==> src/rtl/dmem_lsu_pkg.sv <==
// Shared encodings for the data-memory load/store unit.
// Size codes, FSM states and the big-endian lane-shift helper.
package dmem_lsu_pkg;

  localparam logic [1:0] SZ_BYTE = 2'd0;
  localparam logic [1:0] SZ_HALF = 2'd1;
  localparam logic [1:0] SZ_WORD = 2'd2;
  localparam logic [1:0] SZ_ILL  = 2'd3;

  localparam logic [31:0] BYTE_MASK = 32'h0000_00FF;
  localparam logic [31:0] HALF_MASK = 32'h0000_FFFF;
  localparam logic [31:0] WORD_MASK = 32'hFFFF_FFFF;

  typedef enum logic [1:0] {
    ST_IDLE,
    ST_RD_WAIT,
    ST_WRITE,
    ST_RESP
  } state_t;

  // Big-endian: offset 0 is the most significant lane, so the shift shrinks as offset grows.
  function automatic logic [4:0] lane_shift(input logic [1:0] size, input logic [1:0] offset);
    case (size)
      SZ_BYTE: return 5'd24 - {offset, 3'b000};
      SZ_HALF: return offset[1] ? 5'd0 : 5'd16;
      default: return 5'd0;
    endcase
  endfunction

endpackage

==> src/rtl/dmem_lsu_if.sv <==
// Request/response handshake between the MEM stage (master) and the load/store unit (slave).
interface dmem_lsu_if;
  logic        req_valid;
  logic        req_ready;
  logic        req_write;
  logic [1:0]  req_size;
  logic        req_signed;
  logic [31:0] req_addr;
  logic [31:0] req_wdata;
  logic        resp_valid;
  logic [31:0] resp_rdata;
  logic        resp_error;

  modport master (
    output req_valid, req_write, req_size, req_signed, req_addr, req_wdata,
    input  req_ready, resp_valid, resp_rdata, resp_error
  );

  modport slave (
    input  req_valid, req_write, req_size, req_signed, req_addr, req_wdata,
    output req_ready, resp_valid, resp_rdata, resp_error
  );
endinterface

==> src/rtl/dmem_lsu_lane.sv <==
// Big-endian byte-lane datapath: merges store data into a memory word and
// extracts/extends a load lane from a memory word.
module dmem_lsu_lane
  import dmem_lsu_pkg::*;
(
  input  logic [1:0]  i_size,
  input  logic [1:0]  i_offset,
  input  logic        i_signed,
  input  logic [31:0] i_word,
  input  logic [31:0] i_wdata,
  output logic [31:0] o_merged,
  output logic [31:0] o_load
);

  logic [4:0]  w_shift;
  logic [31:0] w_mask;
  logic [31:0] w_raw;

  always_comb begin
    w_shift = lane_shift(i_size, i_offset);
    case (i_size)
      SZ_BYTE: w_mask = BYTE_MASK;
      SZ_HALF: w_mask = HALF_MASK;
      default: w_mask = WORD_MASK;
    endcase

    // Word accesses have a full mask and zero shift, so the merge degenerates to i_wdata.
    o_merged = (i_word & ~(w_mask << w_shift)) | ((i_wdata & w_mask) << w_shift);

    w_raw  = (i_word >> w_shift) & w_mask;
    o_load = w_raw;
    if (i_signed && (i_size == SZ_BYTE) && w_raw[7]) begin
      o_load = w_raw | 32'hFFFF_FF00;
    end else if (i_signed && (i_size == SZ_HALF) && w_raw[15]) begin
      o_load = w_raw | 32'hFFFF_0000;
    end
  end

endmodule

==> src/rtl/dmem_lsu.sv <==
// Load/store initiator for the word-wide, big-endian data memory; sub-word stores
// are performed as read-modify-write.
//
// state      | meaning
// -----------+-------------------------------------------------------------
// ST_IDLE    | ready for a request; all memory strobes low
// ST_RD_WAIT | mem_read held RD_LAT cycles; word captured on the last one
// ST_WRITE   | single-cycle mem_write of the final (possibly merged) word
// ST_RESP    | one-cycle resp_valid with extended data or error
module dmem_lsu
  import dmem_lsu_pkg::*;
#(
  parameter int MEM_BYTES = 256,
  parameter int RD_LAT    = 1
) (
  input  logic        i_clk,
  input  logic        i_reset,
  dmem_lsu_if.slave   bus,
  input  logic [31:0] i_mem_rdata,
  output logic [31:0] o_mem_address,
  output logic [31:0] o_mem_wdata,
  output logic        o_mem_write,
  output logic        o_mem_read
);

  localparam int CNT_W = (RD_LAT > 1) ? $clog2(RD_LAT) : 1;
  localparam logic [CNT_W-1:0] CNT_INIT = CNT_W'(RD_LAT - 1);

  state_t            r_state, w_next;
  logic              r_write, r_signed, r_err;
  logic [1:0]        r_size;
  logic [31:0]       r_addr, r_wdata, r_word;
  logic [CNT_W-1:0]  r_cnt;

  logic [31:0] w_base, w_merged, w_load;
  logic        w_err;

  assign w_base = {bus.req_addr[31:2], 2'b00};
  assign w_err  = (bus.req_size == SZ_ILL)
               || ((bus.req_size == SZ_HALF) && bus.req_addr[0])
               || ((bus.req_size == SZ_WORD) && (bus.req_addr[1:0] != 2'b00))
               || (w_base > 32'(MEM_BYTES - 4));

  always_ff @(posedge i_clk) begin
    if (i_reset) begin
      r_state  <= ST_IDLE;
      r_write  <= 1'b0;
      r_signed <= 1'b0;
      r_err    <= 1'b0;
      r_size   <= SZ_BYTE;
      r_addr   <= '0;
      r_wdata  <= '0;
      r_word   <= '0;
      r_cnt    <= '0;
    end else begin
      r_state <= w_next;
      case (r_state)
        ST_IDLE: begin
          if (bus.req_valid) begin
            r_write  <= bus.req_write;
            r_signed <= bus.req_signed;
            r_size   <= bus.req_size;
            r_addr   <= bus.req_addr;
            r_wdata  <= bus.req_wdata;
            r_err    <= w_err;
            r_cnt    <= CNT_INIT;
          end
        end
        ST_RD_WAIT: begin
          if (r_cnt == '0) r_word <= i_mem_rdata;
          else             r_cnt  <= r_cnt - 1'b1;
        end
        default: ;
      endcase
    end
  end

  always_comb begin
    w_next = r_state;
    case (r_state)
      ST_IDLE: begin
        if (bus.req_valid) begin
          if (w_err)                                         w_next = ST_RESP;
          else if (bus.req_write && bus.req_size == SZ_WORD) w_next = ST_WRITE;
          else                                               w_next = ST_RD_WAIT;
        end
      end
      ST_RD_WAIT: if (r_cnt == '0) w_next = r_write ? ST_WRITE : ST_RESP;
      ST_WRITE:   w_next = ST_RESP;
      ST_RESP:    w_next = ST_IDLE;
      default:    w_next = ST_IDLE;
    endcase
  end

  dmem_lsu_lane u_lane (
    .i_size   (r_size),
    .i_offset (r_addr[1:0]),
    .i_signed (r_signed),
    .i_word   (r_word),
    .i_wdata  (r_wdata),
    .o_merged (w_merged),
    .o_load   (w_load)
  );

  // Outputs decode purely from state so reset forces every strobe low in the same cycle.
  assign bus.req_ready  = (r_state == ST_IDLE);
  assign bus.resp_valid = (r_state == ST_RESP);
  assign bus.resp_error = (r_state == ST_RESP) && r_err;
  assign bus.resp_rdata = ((r_state == ST_RESP) && !r_err && !r_write) ? w_load : 32'h0;

  assign o_mem_read    = (r_state == ST_RD_WAIT);
  assign o_mem_write   = (r_state == ST_WRITE);
  assign o_mem_address = (o_mem_read || o_mem_write) ? {r_addr[31:2], 2'b00} : 32'h0;
  assign o_mem_wdata   = o_mem_write ? w_merged : 32'h0;

endmodule

==> src/flat_wrapper.sv <==
// flat-port wrapper written by rule: the top's interface ports become plain ports
module dmem_lsu_flat import dmem_lsu_pkg::*;
#(
  parameter int MEM_BYTES = 256,
  parameter int RD_LAT    = 1
)
  (i_clk, i_reset, i_mem_rdata, o_mem_address, o_mem_wdata, o_mem_write, o_mem_read, bus_req_valid, bus_req_write, bus_req_size, bus_req_signed, bus_req_addr, bus_req_wdata, bus_req_ready, bus_resp_valid, bus_resp_rdata, bus_resp_error);
  dmem_lsu_if bus_i ();
  input  logic i_clk;
  input  logic i_reset;
  input  logic [31:0] i_mem_rdata;
  output logic [31:0] o_mem_address;
  output logic [31:0] o_mem_wdata;
  output logic o_mem_write;
  output logic o_mem_read;
  input wire logic [$bits(bus_i.req_valid)-1:0] bus_req_valid;
  input wire logic [$bits(bus_i.req_write)-1:0] bus_req_write;
  input wire logic [$bits(bus_i.req_size)-1:0] bus_req_size;
  input wire logic [$bits(bus_i.req_signed)-1:0] bus_req_signed;
  input wire logic [$bits(bus_i.req_addr)-1:0] bus_req_addr;
  input wire logic [$bits(bus_i.req_wdata)-1:0] bus_req_wdata;
  output wire logic [$bits(bus_i.req_ready)-1:0] bus_req_ready;
  output wire logic [$bits(bus_i.resp_valid)-1:0] bus_resp_valid;
  output wire logic [$bits(bus_i.resp_rdata)-1:0] bus_resp_rdata;
  output wire logic [$bits(bus_i.resp_error)-1:0] bus_resp_error;
  assign bus_i.req_valid = bus_req_valid;
  assign bus_i.req_write = bus_req_write;
  assign bus_i.req_size = bus_req_size;
  assign bus_i.req_signed = bus_req_signed;
  assign bus_i.req_addr = bus_req_addr;
  assign bus_i.req_wdata = bus_req_wdata;
  assign bus_req_ready = bus_i.req_ready;
  assign bus_resp_valid = bus_i.resp_valid;
  assign bus_resp_rdata = bus_i.resp_rdata;
  assign bus_resp_error = bus_i.resp_error;
  dmem_lsu #(.MEM_BYTES(MEM_BYTES), .RD_LAT(RD_LAT)) u_core (.i_clk(i_clk), .i_reset(i_reset), .bus(bus_i), .i_mem_rdata(i_mem_rdata), .o_mem_address(o_mem_address), .o_mem_wdata(o_mem_wdata), .o_mem_write(o_mem_write), .o_mem_read(o_mem_read));
endmodule
==> config.mk <==
export PLATFORM = sky130hd
export DESIGN_NAME = dmem_lsu_flat
export DESIGN_NICKNAME = d
export VERILOG_FILES = /design/src/rtl/dmem_lsu_pkg.sv /design/src/rtl/dmem_lsu_if.sv /design/src/rtl/dmem_lsu_lane.sv /design/src/rtl/dmem_lsu.sv /design/src/flat_wrapper.sv
export SDC_FILE = /design/constraint.sdc
export NUM_CORES = 1
export LEC_CHECK = 0
export BUFFER_PORTS_ARGS = -buffer_cell sky130_fd_sc_hd__buf_2
export CAP_MARGIN = 20
export CORE_UTILIZATION = 40
export CTS_CLUSTER_DIAMETER = 120
export DETAILED_ROUTE_END_ITERATION = 10
export PLACE_DENSITY = 0.71
export SYNTH_ARGS = -nofsm -noshare
export SYNTH_HDL_FRONTEND = slang
export SYNTH_HIERARCHICAL = 1
export SYNTH_SLANG_ARGS = --single-unit
==> constraint.sdc <==
create_clock -name i_clk -period 2.6 [get_ports i_clk]
set_input_delay 0.39 -clock i_clk [delete_from_list [all_inputs] [get_ports i_clk]]
set_output_delay 0.39 -clock i_clk [all_outputs]
set_load 0.05 [all_outputs]
==> results of run 1 <==
state kept, by name, summed over array words and instances (netlist names):
signal and count:
u_core/r_write 1, u_core/r_addr 32, u_core/r_state 2, u_core/r_wdata 32, u_core/r_err 1, u_core/r_signed 1
u_core/r_size 2, u_core/r_word 32
worst max-delay path, cell delays in order (launching register included):
cell and delay [ns]:
dfxtp_4 0.41, nor2_1 0.15, buf_4 0.29, a21o_1 0.31
nand2_1 0.09, o21ai_0 0.12, and2_1 0.18, buf_2 0.27
layer usage:
metal | vias to the layer above | track usage (%) | part of all wire, %
li1 | 2831 | - | -
met1 | 2688 | 30.3 | 40
met2 | 351 | 40.4 | 47
met3 | 44 | 8.27 | 11
met4 | 4 | 9.95 | 2.6
met5 | - | 0 | 0.095
final timing paths:
path                                        start  slack (ns)           endpoint
worst min-delay path              i_mem_rdata[11]        0.27  u_core/r_word[11]
worst min register to register  u_core/r_addr[25]        0.45  u_core/r_addr[25]
worst max register to register  u_core/r_state[1]        0.78   u_core/r_word[3]
worst max-delay path             u_core/r_size[1]        0.04    o_mem_wdata[15]
cells by family after synthesis:
| family | synth area share (%) |
|---|---|
| AND/OR/NAND/NOR | 30.7 |
| other | 0.0659 |
| flip-flops | 36.2 |
| adder cells (fa/ha/maj) | 0.879 |
| buffers and inverters | 5.89 |
| multiplexers | 9.98 |
| AO/OA/AOI/OAI | 16.2 |
layout make-up:
cell class / instances / area [um2]
repair buffers: 230 / 1300
flip-flops and latches: 103 / 2070
clock buffers: 10 / 239
inverters: 7 / 26.3
well taps: 180 / 225
multi-input cells: 561 / 3380
clock inverters: 6 / 108
fillers: 1362 / 6530
timing repair:
| item | 4_1_cts | 5_1_grt |
|---|---|---|
| pin swaps | 0 | 0 |
| cloned | 0 | 2 |
| endpoints found under the hold margin | 0 | 0 |
| gates resized for setup | 7 | 40 |
| setup endpoints to repair | 33 | 45 |
| setup buffers | 0 | 1 |
per-stage QoR:
| step | instances | TNS (ns) | setup slack [ns] |
|---|---|---|---|
| after floorplan | 734 | 0 | 0.301 |
| after global placement | 1078 | 0 | 0.310 |
| after detailed placement | 1078 | 0 | 0.268 |
| after CTS | 1094 | 0 | 0.00409 |
| after global routing | 1097 | -0.496 | -0.0363 |
| final | 1097 | 0 | 0.0351 |
power breakdown:
| group | switching [uW] | internal (uW) | total [uW] |
|---|---|---|---|
| combinational | 2210 | 1180 | 3390 |
| sequential | 388 | 1930 | 2320 |
| clock | 611 | 964 | 1580 |
cells in the final DEF, fill, tap and decap left out, types with 8 or more instances in the layout:
cell type	Yosys	routed
dfxtp_1	103	100
a221o_1	16	16
buf_4	3	25
mux2_2	8	8
buf_2	25	180
a21oi_1	87	81
clkbuf_4	0	21
and2_1	97	96
mux2i_1	32	32
nand2_1	180	179
o21ai_0	17	16
clkbuf_16	0	9
nor2_1	45	44
==> results.json, run 1 <==
{
  "hold_viol": 0,
  "cap_violations": 0,
  "grt.total_usage_pct": 25.0,
  "clock-sinks": 103,
  "cp_max_fo": 19,
  "synthTopCellsByArea": "dfxtp_1 (36%), nand2_1 (12%), and2_1 (11%), a21oi_1 (7.6%), mux2i_1 (5.6%)",
  "insertion_delay_ns": 0.35,
  "grt_setup_unrepaired": "yes",
  "rows": 43,
  "reg2reg_depth": 5,
  "diodes": 0,
  "drt-total-wl_um": 18900,
  "path_class": "flip-flop to output pin",
  "cp.required_ns": 2.21,
  "die_area_um2": 14700,
  "async_reset_ff_share_pct": 0,
  "clockRootBuffer": "clkbuf_16",
  "clk_pin_slew_ns": 0.07,
  "globalplace.congestion": 0.899,
  "placed_area_um2": 6840,
  "max_freq_mhz": 390,
  "synth_most_common_cell": "nand2_1",
  "drc_errors": 0,
  "fin_skew_ns": 0.0100,
  "start_kind": "flip-flop",
  "yosysWarningCount": 6,
  "grt_overflow": 0,
  "start_util_pct": 41.0,
  "grt_antenna_before_repair": 4,
  "syn_area_per_cell_um2": 7.77,
  "drt_iter0_markers": 560,
  "hold_ws_ns": 0.274,
  "synth_flop_cell": "dfxtp_1",
  "io_buffers": 201,
  "synth-seq-cells": 103,
  "numCtsBuffers": 9,
  "via_per_inst": 5.39,
  "synthCells": 733,
  "postLayoutCellArea_um2": 7360,
  "status": "complete, no violations",
  "drive_above_1_share_pct": 31.7,
  "pin_count": 204,
  "grt_pass1_wl_um": 28100,
  "hp-class": "input port to flip-flop",
  "syn_area_um2": 5690,
  "yosys.area.top_type_share_pct": 36.2,
  "hold_buffers": 0,
  "drtPass1Iterations": 5,
  "ir_drop_uv": 737,
  "cts_htree_levels": 3,
  "final_core_util_pct": 53.0,
  "holdPathStages": 3,
  "p_per_area_nw_per_um2": 990,
  "clockBufferDepth": 2,
  "synth_cell_types": 46,
  "cts_tree": "built",
  "finalMaxSlewViolations": 0,
  "core-area_um2": 13900,
  "power_uw": 7290,
  "max_slew_margin_pct": 54.1,
  "die_y_um": 121,
  "p_leak_uw": 0.00333,
  "ys_seq_area_share_pct": 36.2,
  "num_vias": 5918,
  "setup_viol": 0,
  "antenna_left": 0,
  "area_delta_synth_final_pct": 29.2,
  "finalCritPeriodShare_pct": 98.7,
  "wire_per_inst_um": 17.2,
  "cp.arrival_ns": 2.17,
  "fin_nets": 1019,
  "dp_hpwl_um": 13600,
  "die_width_um": 121,
  "cp-end-kind": "output pin",
  "tightestPinTransition_ns": 0.689,
  "synth_edf_count": 0,
  "min_period_ns": 2.56,
  "synthTopCellsByCount": "nand2_1 (180), dfxtp_1 (103), and2_1 (97)",
  "grt_pass1_vias": 5371,
  "grt_max_degree": 65,
  "netlist.top_cell.by_area": "dfxtp_1"
}
Note: power is estimated with default switching activity, not from simulation.
==> run 2: changes to the inputs <==
CORE_MARGIN = 3   (was unset)
REMOVE_ABC_BUFFERS = 1   (was unset)
==> run 2 against run 1 <==
Cell count up 0.36%. Worst setup slack worse by 0.0029 ns. Maximum frequency decreased by 0.11%. Critical endpoint is now bus_resp_rdata[15].
==> results.json, run 2 (same netlist as run 1, synthesis figures left out) <==
{
  "status": "complete, no violations",
  "min_period_ns": 2.57,
  "globalplace.congestion": 0.817,
  "path_buf_inv": 3,
  "numCtsBuffers": 9,
  "grt_overflow": 0,
  "cts_tree": "built",
  "cp-end-kind": "output pin",
  "grt_pass1_wl_um": 29300,
  "num_vias": 5848,
  "setup_viol": 0,
  "holdCritStartpoint": "bus_req_addr[5]",
  "wire_per_inst_um": 17.3,
  "min_to": "u_core/r_addr[5]",
  "via_per_inst": 5.31,
  "hp-class": "input port to flip-flop",
  "grt_max_degree": 57,
  "finalCritPeriodShare_pct": 98.8,
  "cp_cell_sequence": "buf_8 > o21ai_2 > o211ai_1 > and4_4 > buf_4 > a221o_1 > and2_1 > clkbuf_4",
  "final_common_cell": "nand2_1",
  "wl_met1_um": 8120,
  "cp.required_ns": 2.21,
  "layout_common_cells": "nand2_1 (179), buf_2 (174), dfxtp_1 (99), and2_1 (90), a21oi_1 (84)",
  "finalMaxSlewViolations": 0,
  "hold_buffers": 0,
  "slowest_delay_ns": 0.37,
  "die_area_um2": 15700,
  "reg_top3": "u_core/r_addr: 32 flops, u_core/r_wdata: 32 flops, u_core/r_word: 32 flops",
  "p_per_area_nw_per_um2": 969,
  "drive_above_1_share_pct": 32.9,
  "wl_met3_um": 1800,
  "core-area_um2": 13600,
  "cap_violations": 0,
  "r2r_start": "u_core/r_state[0]",
  "clockBufferDepth": 2,
  "hold_viol": 0,
  "grt_pass1_vias": 5513,
  "cpLargestDelayFamily": "compound AO/OA/AOI/OAI gates",
  "clock-sinks": 103,
  "max_slew_margin_pct": 56.3,
  "start_util_pct": 42.0,
  "drt_iter0_markers": 450,
  "p_leak_uw": 0.00341,
  "die_y_um": 125,
  "grt.total_usage_pct": 22.9,
  "cts_htree_levels": 3,
  "dp_hpwl_um": 12900,
  "rrSetupSlack_ns": 0.78,
  "reg2reg_depth": 6,
  "io_buffers": 201,
  "ir_drop_uv": 624,
  "drt-total-wl_um": 19100,
  "drc_errors": 0,
  "insertion_delay_ns": 0.35,
  "diodes": 0,
  "slowest_stage": "dfxtp_4",
  "fin_nets": 1028,
  "met2_length_um": 8820,
  "cp_max_fo": 16,
  "worst-path-stages": 8,
  "drtPass1Iterations": 4,
  "max_freq_mhz": 389,
  "cp.arrival_ns": 2.18,
  "die_width_um": 125,
  "hold_ws_ns": 0.272,
  "fin_setup_tns_ns": 0,
  "routed.top_layer": "met5",
  "grt_antenna_before_repair": 1,
  "tightestPinTransition_ns": 0.654,
  "clockRootBuffer": "clkbuf_16",
  "path_class": "flip-flop to output pin",
  "holdPathStages": 3,
  "antenna_left": 0,
  "fill_cells": 1309,
  "rows": 42,
  "pin_count": 204,
  "clk_pin_slew_ns": 0.07,
  "area_delta_synth_final_pct": 32.6,
  "start_kind": "flip-flop",
  "fin_skew_ns": 0.00932,
  "r2r_end": "u_core/r_addr[19]"
}
## run 2: worst reg2reg max path, cell delays in order (launching register included)
cell	delay, ns
dfxtp_1	0.33
inv_1	0.10
ha_1	0.28
and2_2	0.44
buf_4	0.38
nand2_1	0.10
a21oi_1	0.13
## run 2: what timing repair did
| action | 4_1_cts | 5_1_grt |
|---|---|---|
| pin swaps | 2 | 6 |
| setup buffers | 4 | 3 |
| cloned | 0 | 1 |
| gates resized for setup | 16 | 70 |
| setup endpoints to repair | 43 | 46 |
## run 2: power by group
| group | internal [uW] | total [uW] | switching (uW) |
|---|---|---|---|
| Sequential | 1930 | 2250 | 318 |
| Clock | 866 | 1450 | 589 |
| Combinational | 1280 | 3610 | 2330 |
| Total | 4080 | 7310 | 3240 |
## run 2: cell type report
type / instances / area, um2 / share of cell area (%)
multi-input combinational: 561 / 3410 / 45.2
sequential: 103 / 2070 / 27.5
inverter: 7 / 26.3 / 0.348
clock buffer: 12 / 246 / 3.27
timing repair buffer: 239 / 1500 / 19.9
tap: 176 / 220 / 2.92
clock inverter: 3 / 67.6 / 0.895
## run 2: worst max path at each step
stage | start | to | slack, ns
after floorplan | u_core/r_size[1] | bus_resp_rdata[10] | -0.85
after global placement | u_core/r_addr[1] | o_mem_wdata[31] | 0.09
after detailed placement | u_core/r_addr[1] | o_mem_wdata[31] | 0.07
after CTS | u_core/r_size[0] | bus_resp_rdata[10] | -0.01
after global routing | u_core/r_addr[0] | bus_resp_rdata[29] | -0.02
final | u_core/r_size[0] | bus_resp_rdata[15] | 0.03
## run 2: per-stage QoR
stage / total power [uW] / setup WS, ns / cells / cell area (um2) / utilization, %
2_1_floorplan: 4500 / -0.850 / 671 / 5390 / -
3_3_place_gp: 5660 / 0.0851 / 1078 / 6940 / 51.2
3_5_place_dp: 5680 / 0.0708 / 1078 / 6940 / 51.2
4_1_cts: 7220 / -0.0138 / 1097 / 7330 / 54.1
5_1_grt: 7720 / -0.0241 / 1101 / 7550 / 55.7
6_report: 7310 / 0.0322 / 1101 / 7550 / 55.7
## run 2: layer usage
layer,global-route usage (%),vias to the layer above
li1,-,2846
met1,29.7,2694
met2,37.2,276
met3,7.42,30
met4,5.61,2
met5,0,-
==> run 3: changes to the inputs <==
SYNTH_HIERARCHICAL = unset   (was 1)
==> run 3 against run 2 <==
The run now ends with setup timing left. Synthesized cell count fell by 6.5%. Cell count fell by 4.7%. Clock-buffer cell count fell by 1. Die area fell by 5.8%. Sequential cell count did not move. Global-route usage rose by 0.72 points. Routed wire length fell by 6.4%. First-iteration DRC count fell by 21%. Combinational power fell by 14%. Non-clock buffer count fell by 5. Clock skew fell by 0.0016 ns. Critical path type unchanged. Critical endpoint is now bus_resp_rdata[12].
==> results.json, run 3 <==
{
  "status": "complete, but fails checks",
  "violations": "setup timing",
  "ys_seq_area_share_pct": 38.6,
  "yosysWarningCount": 0,
  "layout.cells.non_filler": 1049,
  "cp.required_ns": 2.21,
  "reg_top3": "u_core.r_addr: 32 flops, u_core.r_wdata: 32 flops, u_core.r_word: 32 flops",
  "multi_input_area_um2": 3080,
  "dp.cells": 1029,
  "cp.arrival_ns": 2.25,
  "fin_nets": 980,
  "synthTopCellsByCount": "nand2_1 (179), dfxtp_1 (103), a21oi_1 (74)",
  "max_freq_mhz": 379,
  "hold_buffers": 0,
  "synth_most_common_cell": "nand2_1",
  "area_delta_synth_final_pct": 32.7,
  "final_core_util_pct": 55.3,
  "grt_antenna_before_repair": 2,
  "pin_count": 204,
  "die_area_um2": 14800,
  "clock-sinks": 103,
  "synthTopCellsByArea": "dfxtp_1 (39%), nand2_1 (13%), mux2i_1 (7.7%), a21oi_1 (6.9%), and2_1 (5.7%)",
  "reg2reg_depth": 7,
  "insertion_delay_ns": 0.35,
  "hold_ws_ns": 0.267,
  "clockRootBuffer": "clkbuf_16",
  "cp_max_fo": 8,
  "start_util_pct": 41.7,
  "via_per_inst": 5.33,
  "regArea_um2": 2070,
  "post-place-ws_ns": 0.0334,
  "synth_flop_cell": "dfxtp_1",
  "fin_skew_ns": 0.00774,
  "async_reset_ff_share_pct": 0,
  "grt_pass1_wl_um": 27000,
  "yosys.area.top_type_share_pct": 38.6,
  "r2r_end": "u_core.r_addr[1]",
  "grt_overflow": 0,
  "drive_above_1_share_pct": 31.9,
  "ir_drop_uv": 547,
  "core-area_um2": 12800,
  "cp-end-kind": "output pin",
  "path_class": "flip-flop to output pin",
  "r2r_start": "u_core.r_state[1]",
  "layout_common_cells": "nand2_1 (178), buf_2 (168), dfxtp_1 (100), a21oi_1 (74), and2_1 (48)",
  "num_vias": 5586,
  "die_y_um": 122,
  "rows": 41,
  "drtPass1Iterations": 5,
  "fin_ws_ns": -0.0401,
  "fill_cells": 1271,
  "synth_edf_count": 0,
  "grt_pass1_vias": 5236,
  "finalMaxSlewViolations": 0,
  "syn_area_um2": 5350,
  "die_width_um": 122,
  "numCtsBuffers": 9,
  "hp-class": "input port to flip-flop",
  "drt_iter0_markers": 357,
  "dp_hpwl_um": 12800,
  "io_buffers": 201,
  "synth-seq-cells": 103,
  "syn_area_per_cell_um2": 7.80,
  "cts_htree_levels": 3,
  "start_kind": "flip-flop",
  "min_period_ns": 2.64,
  "wire_per_inst_um": 17.0,
  "drc_errors": 0,
  "grt.total_usage_pct": 23.6,
  "holdCritStartpoint": "bus_req_wdata[3]",
  "min_to": "u_core.r_wdata[3]",
  "p_per_area_nw_per_um2": 933,
  "cap_violations": 0,
  "cts_tree": "built",
  "setup_viol": 12,
  "grt_max_degree": 71,
  "synth_cell_types": 46,
  "holdPathStages": 3,
  "drt-total-wl_um": 17800,
  "clk_pin_slew_ns": 0.07,
  "fin_setup_tns_ns": -0.301,
  "antenna_left": 0,
  "p_leak_uw": 0.00311,
  "finalCritPeriodShare_pct": 102,
  "synthCells": 685,
  "netlist.top_cell.by_area": "dfxtp_1",
  "diodes": 0,
  "grt_setup_unrepaired": "yes",
  "clockBufferDepth": 2,
  "rrSetupSlack_ns": 0.81,
  "globalplace.congestion": 0.898,
  "final_common_cell": "nand2_1",
  "hold_viol": 0
}
-- run 3: changes by cell type after synthesis, sizes merged, moves of 6 or more --
cell,change
o21ai,+19
a221o,-9
nor4b,-8
nor3b,-7
mux2i,+9
and2,-48
a222oi,+8
mux2,-8
a21boi,+16
a21oi,-14
clkbuf,+15
buf,-20
nor2,-6
-- run 3: repair_timing --
item / CTS / global route
endpoints found under the hold margin: 0 / 0
buffers inserted: 4 / 0
endpoints found under the setup margin: 31 / 41
pin swaps: 8 / 1
gates cloned: 1 / 0
resized for setup: 56 / 47
-- run 3: where the power goes --
| part | total (uW) | internal [uW] | switching [uW] |
|---|---|---|---|
| Combinational | 3090 | 1120 | 1970 |
| Sequential | 2210 | 1900 | 306 |
| Clock | 1320 | 739 | 583 |
-- run 3: logic make-up (layout without fill, tap and decap cells) --
group / after synthesis / count (layout) / synth area share (%)
compound gates: 170 / 170 / 19.9
fa+ha+maj: 4 / 4 / 0.936
buf+inv: 64 / 255 / 5.08
flops: 103 / 103 / 38.6
mux: 48 / 48 / 10.6
other cells: 1 / 2 / 0.0702
simple gates: 295 / 295 / 24.8
-- run 3: worst max-delay path, cell delays in order, from the launching register on --
cell     delay [ns]
dfxtp_2        0.35
ha_4           0.14
or3b_4         0.39
nor4_1         0.27
and4_4         0.35
a221o_1        0.13
buf_2          0.26
-- run 3: metrics by stage --
stage | power (uW) | area, um2
after floorplan | 4190 | 5100
after global placement | 5160 | 6570
after detailed placement | 5180 | 6570
after CTS | 6620 | 7010
after global routing | 7020 | 7090
final | 6620 | 7090
-- run 3: how the worst max path moves through the flow --
stage / startpoint / endpoint / slack, ns / depth (start not counted)
detailed placement: u_core.r_state[1] / bus_resp_rdata[28] / 0.03 / 6
global route: u_core.r_state[1] / bus_resp_rdata[17] / -0.1 / 6
finish: u_core.r_state[1] / bus_resp_rdata[12] / -0.04 / 6
global placement: u_core.r_state[1] / bus_resp_rdata[29] / 0.10 / 6
CTS: u_core.r_state[1] / bus_resp_rdata[21] / -0.03 / 6
floorplan: u_core.r_size[1] / bus_resp_rdata[16] / -0.84 / 4
-- run 3: cell type report --
cell class	count	share of cell area [%]
clock buffer	11	3.28
clock inverter	4	0.670
inverter	6	0.317
multi-input combinational	519	43.4
sequential	103	29.1
tap	172	3.03
timing repair buffer	234	20.2
-- run 3: per-layer routing --
layer  up-vias  share of wire, %  GRT usage [%]
li1       2717                 -              -
met1      2600                41           29.0
met2       244                48           39.7
met3        21                10           8.40
met4         4              0.99           5.67
met5         -             0.095              0
